## config.mk

```make
export PLATFORM = sky130hd
export DESIGN_NAME = bound_flasher_param
export DESIGN_NICKNAME = d
export VERILOG_FILES = /design/src/rtl/bound_flasher_param.sv
export SDC_FILE = /design/constraint.sdc
export NUM_CORES = 1
export LEC_CHECK = 0
export CAP_MARGIN = 5
export CORE_AREA = 4 4 57 59
export CTS_CLUSTER_SIZE = 28
export DETAILED_ROUTE_END_ITERATION = 12
export DIE_AREA = 0 0 61 63
export GPL_TIMING_DRIVEN = 0
export PLACE_DENSITY = 0.75
export SYNTH_ARGS = -nofsm -noshare
export SYNTH_HDL_FRONTEND = slang
export SYNTH_SLANG_ARGS = --single-unit
```

## constraint.sdc

```tcl
create_clock -name div_clk -period 3.35 [get_ports div_clk]
set_input_delay 0.335 -clock div_clk [delete_from_list [all_inputs] [get_ports div_clk]]
set_output_delay 0.335 -clock div_clk [all_outputs]
set_load 0.01 [all_outputs]
```

## src/rtl/bound_flasher_param.sv

```systemverilog
// bound_flasher_param: six-phase thermometer LED flasher with kick-back, hold and loop
module bound_flasher_param #(
    parameter int N_LED = 16,
    parameter int C1    = 6,
    parameter int C2    = 11,
    parameter int C3    = 5,
    parameter int K_LO  = 1,
    parameter int K_HI  = 6,
    localparam int CW   = $clog2(N_LED + 1)
) (
    input  logic             div_clk,
    input  logic             rst,
    input  logic             flk,
    input  logic             hold,
    input  logic             loop,
    output logic [N_LED-1:0] out,
    output logic [CW-1:0]    count,
    output logic [2:0]       phase,
    output logic             busy,
    output logic             done
);
    typedef enum logic [2:0] {IDLE, UP1, DN1, UP2, DN2, UP3, DN3} phase_t;

    localparam logic [CW-1:0] TOP  = CW'(N_LED);
    localparam logic [CW-1:0] T1   = CW'(C1);
    localparam logic [CW-1:0] T2   = CW'(C2);
    localparam logic [CW-1:0] T3   = CW'(C3);
    localparam logic [CW-1:0] KLO  = CW'(K_LO);
    localparam logic [CW-1:0] KHI  = CW'(K_HI);
    localparam logic [CW-1:0] ZERO = '0;

    if (!(0 < C3 && C3 < C1 && C1 < C2 && C2 < N_LED && 0 < K_LO && K_LO < K_HI && K_HI < C2)) begin : g_bad_params
        $error("bound_flasher_param: illegal parameter set");
    end

    phase_t          ph, ph_n;
    logic [CW-1:0]   cnt_n, up, dn;
    logic            done_n, kick;

    assign up    = count + 1'b1;
    assign dn    = count - 1'b1;
    assign kick  = flk && ((ph == UP2 && (count == KLO || count == KHI)) || (ph == UP3 && count == T1));
    assign phase = ph;
    assign busy  = ph != IDLE;

    // next phase/count: kick-back beats the normal step, hold freezes everything
    always_comb begin
        ph_n   = ph;
        cnt_n  = count;
        done_n = 1'b0;
        if (!hold) begin
            case (ph)
                IDLE: ph_n = flk ? UP1 : IDLE;
                UP1: begin
                    cnt_n = up;
                    ph_n  = up == T1 ? DN1 : UP1;
                end
                DN1: begin
                    cnt_n = dn;
                    ph_n  = dn == ZERO ? UP2 : DN1;
                end
                UP2: begin
                    cnt_n = kick ? dn : up;
                    ph_n  = kick ? (dn == ZERO ? UP2 : DN1) : (up == T2 ? DN2 : UP2);
                end
                DN2: begin
                    cnt_n = dn;
                    ph_n  = dn == T3 ? UP3 : DN2;
                end
                UP3: begin
                    cnt_n = kick ? dn : up;
                    ph_n  = kick ? (dn == T3 ? UP3 : DN2) : (up == TOP ? DN3 : UP3);
                end
                DN3: begin
                    cnt_n  = dn;
                    ph_n   = dn == ZERO ? (loop ? UP1 : IDLE) : DN3;
                    done_n = dn == ZERO;
                end
                default: ph_n = IDLE;
            endcase
        end
    end

    // state registers with synchronous active-low reset
    always_ff @(posedge div_clk) begin
        if (!rst) begin
            ph    <= IDLE;
            count <= '0;
            done  <= 1'b0;
        end else begin
            ph    <= ph_n;
            count <= cnt_n;
            done  <= done_n;
        end
    end

    // thermometer decode of the lit count
    always_comb begin
        out = '0;
        for (int i = 0; i < N_LED; i++) out[i] = count > CW'(i);
    end
endmodule

```

==> PnR_summary.wiki <==
{| class="wikitable"
! Metric !! Value
|-
| Startpoint of the worst register-to-register path || count[2]$_SDFFE_PN0P_
|-
| Post-CTS resize count || 0
|-
| CTS hold repair buffers || 0
|-
| Crit Path Class || flop to flop
|-
| Synth Instances || 170
|-
| Count of cell types in the netlist || 53
|-
| Share of synthesized flip-flops with an asynchronous set or reset || 0
|-
| Global-route wire length before repair || 6.34 mm
|-
| Normalized max-slew margin || 0.488
|-
| Number of enable flip-flop cells after synthesis || 0
|-
| Endpoint of the worst hold path || count[4]$_SDFFE_PN0P_
|-
| Final wirelength || 3.72 mm
|-
| Hold Fails Final Rpt || 0
|-
| Data arrival time of the critical path || 3.20 ns
|-
| Shortest period the worst path allows || 3.04 ns
|-
| Portion of the post-synthesis area used by sequential elements || 0.153
|-
| Die H || 63 um
|-
| Mean routed wirelength per cell || 15.8 um
|-
| RSZ-0062 raised after global routing || no
|-
| Number of global-route vias before repair || 1371
|-
| Ratio of cells with drive above 1 in the final layout || 0.0784
|-
| # placed instances || 231
|-
| Congestion Overflow GR || 0
|-
| Net load switching power || 0.000103 W
|-
| R2r setup slk || 0.31 ns
|-
| DP Wirelength || 2.81 mm
|-
| Internal power contribution || 0.000199 W
|-
| Relative contribution of the clock network to total power || 0.313
|-
| CP Capture Type || flop
|-
| Type of the tightest min-delay check || flop to flop
|-
| Portion of total power attributed to combinational logic || 0.316
|-
| Capture point of the worst reg-to-reg path || phase[0]$_SDFFE_PN0N_
|-
| Via density || 6.20
|-
| Placement Cell Area || 1520 sq um
|-
| Global routing usage on met1 || 0.287
|-
| Prevailing post-synth register cell || sky130_fd_sc_hd__dfxtp_1
|-
| Most frequent cells after synthesis || 21 x sky130_fd_sc_hd__nand2_1, 16 x sky130_fd_sc_hd__o21ai_0, 10 x sky130_fd_sc_hd__clkbuf_1
|-
| Net total in the final layout || 216
|-
| TritonCTS clock tree || done
|-
| Clock Tree Buf Depth || 2
|-
| Data required, critical path || 3.51 ns
|-
| Clock input transition at the sequential cells of the worst setup and hold paths || 0.07 ns
|-
| Instance count along the most critical hold path || 3
|-
| Sw frac || 0.341
|-
| Post-synthesis net count || 181
|-
| Die Outline Area || 3840 sq um
|-
| DRC violations left || 0
|-
| Share of power burned in registers || 0.371
|-
| Layout fillers || 261
|-
| Critical path fanouts, max || 10
|-
| Post-route fraction of the period consumed by the critical path || 0.908
|-
| Count of boundary I/O pins || 31
|-
| Final core occ || 0.569
|-
| M3 GR Usage || 0.0496
|-
| Worst slew pin tran || 0.758 ns
|-
| Hold path startpoint || count[4]$_SDFFE_PN0P_
|-
| Violation count after the first detailed-route iteration || 118
|-
| Area growth, synth to finish || 31.0%
|-
| Number of nets still failing antenna checks after routing || 0
|-
| Leakage Power || 0.594 nW
|-
| Via count of the routed design || 1456
|-
| Number of max-cap violations || 0
|-
| Maximum resistive drop on vdd || 195 uV
|-
| Core Area || 2710 sq um
|-
| Number of antenna violations at the first check in global routing || 0
|-
| Starting utilization of the core area || 0.434
|-
| Pins over their slew limit || 0
|-
| Power consumption || 0.000302 W
|-
| Count of standard-cell rows || 19
|-
| Count of antenna diodes in the layout || 0
|-
| Root Buffer || sky130_fd_sc_hd__clkbuf_4
|-
| CTS Buf Count || 3
|-
| Per-instance average area after synthesis || 6.93 sq um
|-
| Setup TNS || 0 ns
|-
| Register Area || 180 sq um
|-
| Die Span X || 61 um
|-
| Number of clock sinks seen by CTS || 9
|-
| Count of state elements after synthesis || 9
|-
| Worst reg2reg path depth || 8
|-
| Pin count of the biggest net entering global routing || 11
|-
| Peak clock frequency supported by timing || 329 MHz
|-
| GRT Util Overall || 0.210
|-
| Post-synth top area cell || sky130_fd_sc_hd__dfxtp_1
|-
| Post-route non-filler standard cell count || 235
|-
| GR peak layer || met2
|-
| Worst-Skew Late Latency || 0.28 ns
|-
| Multi-input gate area || 895 sq um
|-
| Area of the mapped netlist || 1180 sq um
|-
| Worst setup SP type || flop
|-
| Finish-stage setup viols || 0
|-
| Yosys synthesis warning count || 0
|-
| Top area cells in the synthesized netlist || sky130_fd_sc_hd__dfxtp_1 15%, sky130_fd_sc_hd__o21ai_0 6.8%, sky130_fd_sc_hd__nand2_1 6.7%, sky130_fd_sc_hd__ha_1 6.4%, sky130_fd_sc_hd__a31oi_1 3.2%
|-
| Routing usage on met2 || 0.324
|-
| Area share of the leading cell type in the synthesized netlist || 0.153
|-
| Post-CTS Setup Inserts || 0
|-
| Fin area || 1540 sq um
|-
| Htree depth || 1
|-
| Library cell with the highest instance count after synthesis || sky130_fd_sc_hd__nand2_1
|-
| I/O Buffers || 30
|-
| Layout Skew || 0.00407 ns
|-
| Outcome || complete, no violations
|-
| Routability cong. || 0.883
|-
| Pwr dens || 196 nW/um^2
|-
| Detailed-routing iteration count for the pre-antenna-repair pass || 5
|}
kinds of logic after synthesis:
| logic type | after synthesis | share of synthesized area |
|---|---|---|
| AOI/OAI and AO/OA | 55 | 0.315 |
| DFF | 9 | 0.153 |
| adders and majority gates | 6 | 0.0638 |
| buffers and inverters | 23 | 0.0872 |
| xor gates and xnor gates | 3 | 0.0223 |
| and+or+nand+nor | 72 | 0.342 |
| muxes | 2 | 0.0170 |
through the flow:
stage	setup WS [ns]	hold slack, ns
finish	0.307	0.701
global route	0.0591	0.727
CTS	0.355	0.706
detailed placement	0.388	0.682
global placement	0.408	0.666
floorplan	0.783	0.484
final cells by class:
type,count,share of cell area
well taps,31,0.0251
inverters,7,0.0170
clock buffers,4,0.0170
flip-flops and latches,9,0.117
multi-input cells,138,0.580
repair buffers,30,0.195
plain buffers,16,0.0495
metal layers:
metal | up-vias | part of all wire
li1 | 701 | -
met1 | 685 | 0.44
met2 | 64 | 0.48
met3 | 6 | 0.068
met4 | 0 | 0.011
met5 | - | 0
worst max-delay path by stage:
stage                               start               endpoint  slack [ns]  cells past startpoint
global placement    count[0]$_SDFFE_PN0P_  phase[0]$_SDFFE_PN0N_        0.41                      8
floorplan           count[2]$_SDFFE_PN0P_  phase[0]$_SDFFE_PN0N_        0.78                      8
finish              count[2]$_SDFFE_PN0P_  phase[0]$_SDFFE_PN0N_        0.31                      8
detailed placement  count[0]$_SDFFE_PN0P_  phase[0]$_SDFFE_PN0N_        0.39                      8
global route        count[0]$_SDFFE_PN0P_  phase[0]$_SDFFE_PN0N_        0.06                      8
CTS                 count[0]$_SDFFE_PN0P_  phase[0]$_SDFFE_PN0N_        0.35                      8
power by group through the flow:
stage	Clock (W)	Combinational [W]	Sequential, W
finish	0.0000944	0.0000954	0.000112
global route	0.000103	0.000105	0.000112
CTS	0.0000961	0.0000947	0.000112
detailed placement	0	0.0000945	0.000114
global placement	0	0.0000925	0.000114
floorplan	0	0.0000538	0.000115
flip-flops by register name (all words and copies together), names as in the netlist:
signal	cells
done	1
count	5
phase	3
worst max-delay path: stages, from the launching register on:
cell and delay, ns:
sky130_fd_sc_hd__dfxtp_1 0.49, sky130_fd_sc_hd__clkbuf_1 0.35, sky130_fd_sc_hd__clkbuf_1 0.38, sky130_fd_sc_hd__and3_1 0.22, sky130_fd_sc_hd__ha_1 0.27, sky130_fd_sc_hd__or4_1 0.60, sky130_fd_sc_hd__and4_1 0.24, sky130_fd_sc_hd__a311oi_2 0.25
sky130_fd_sc_hd__a21oi_1 0.11
layout by cell type (no fill, tap or decap), types with 6 or more instances in the layout:
cell type,instances
sky130_fd_sc_hd__a21oi_1,7
sky130_fd_sc_hd__a31oi_1,6
sky130_fd_sc_hd__clkbuf_1,11
sky130_fd_sc_hd__clkdlybuf4s50_1,30
sky130_fd_sc_hd__dfxtp_1,9
sky130_fd_sc_hd__ha_1,6
sky130_fd_sc_hd__inv_1,7
sky130_fd_sc_hd__nand2_1,21
sky130_fd_sc_hd__nor2_1,7
sky130_fd_sc_hd__o21ai_0,16
No activity file was read; power rests on OpenSTA's default activity.
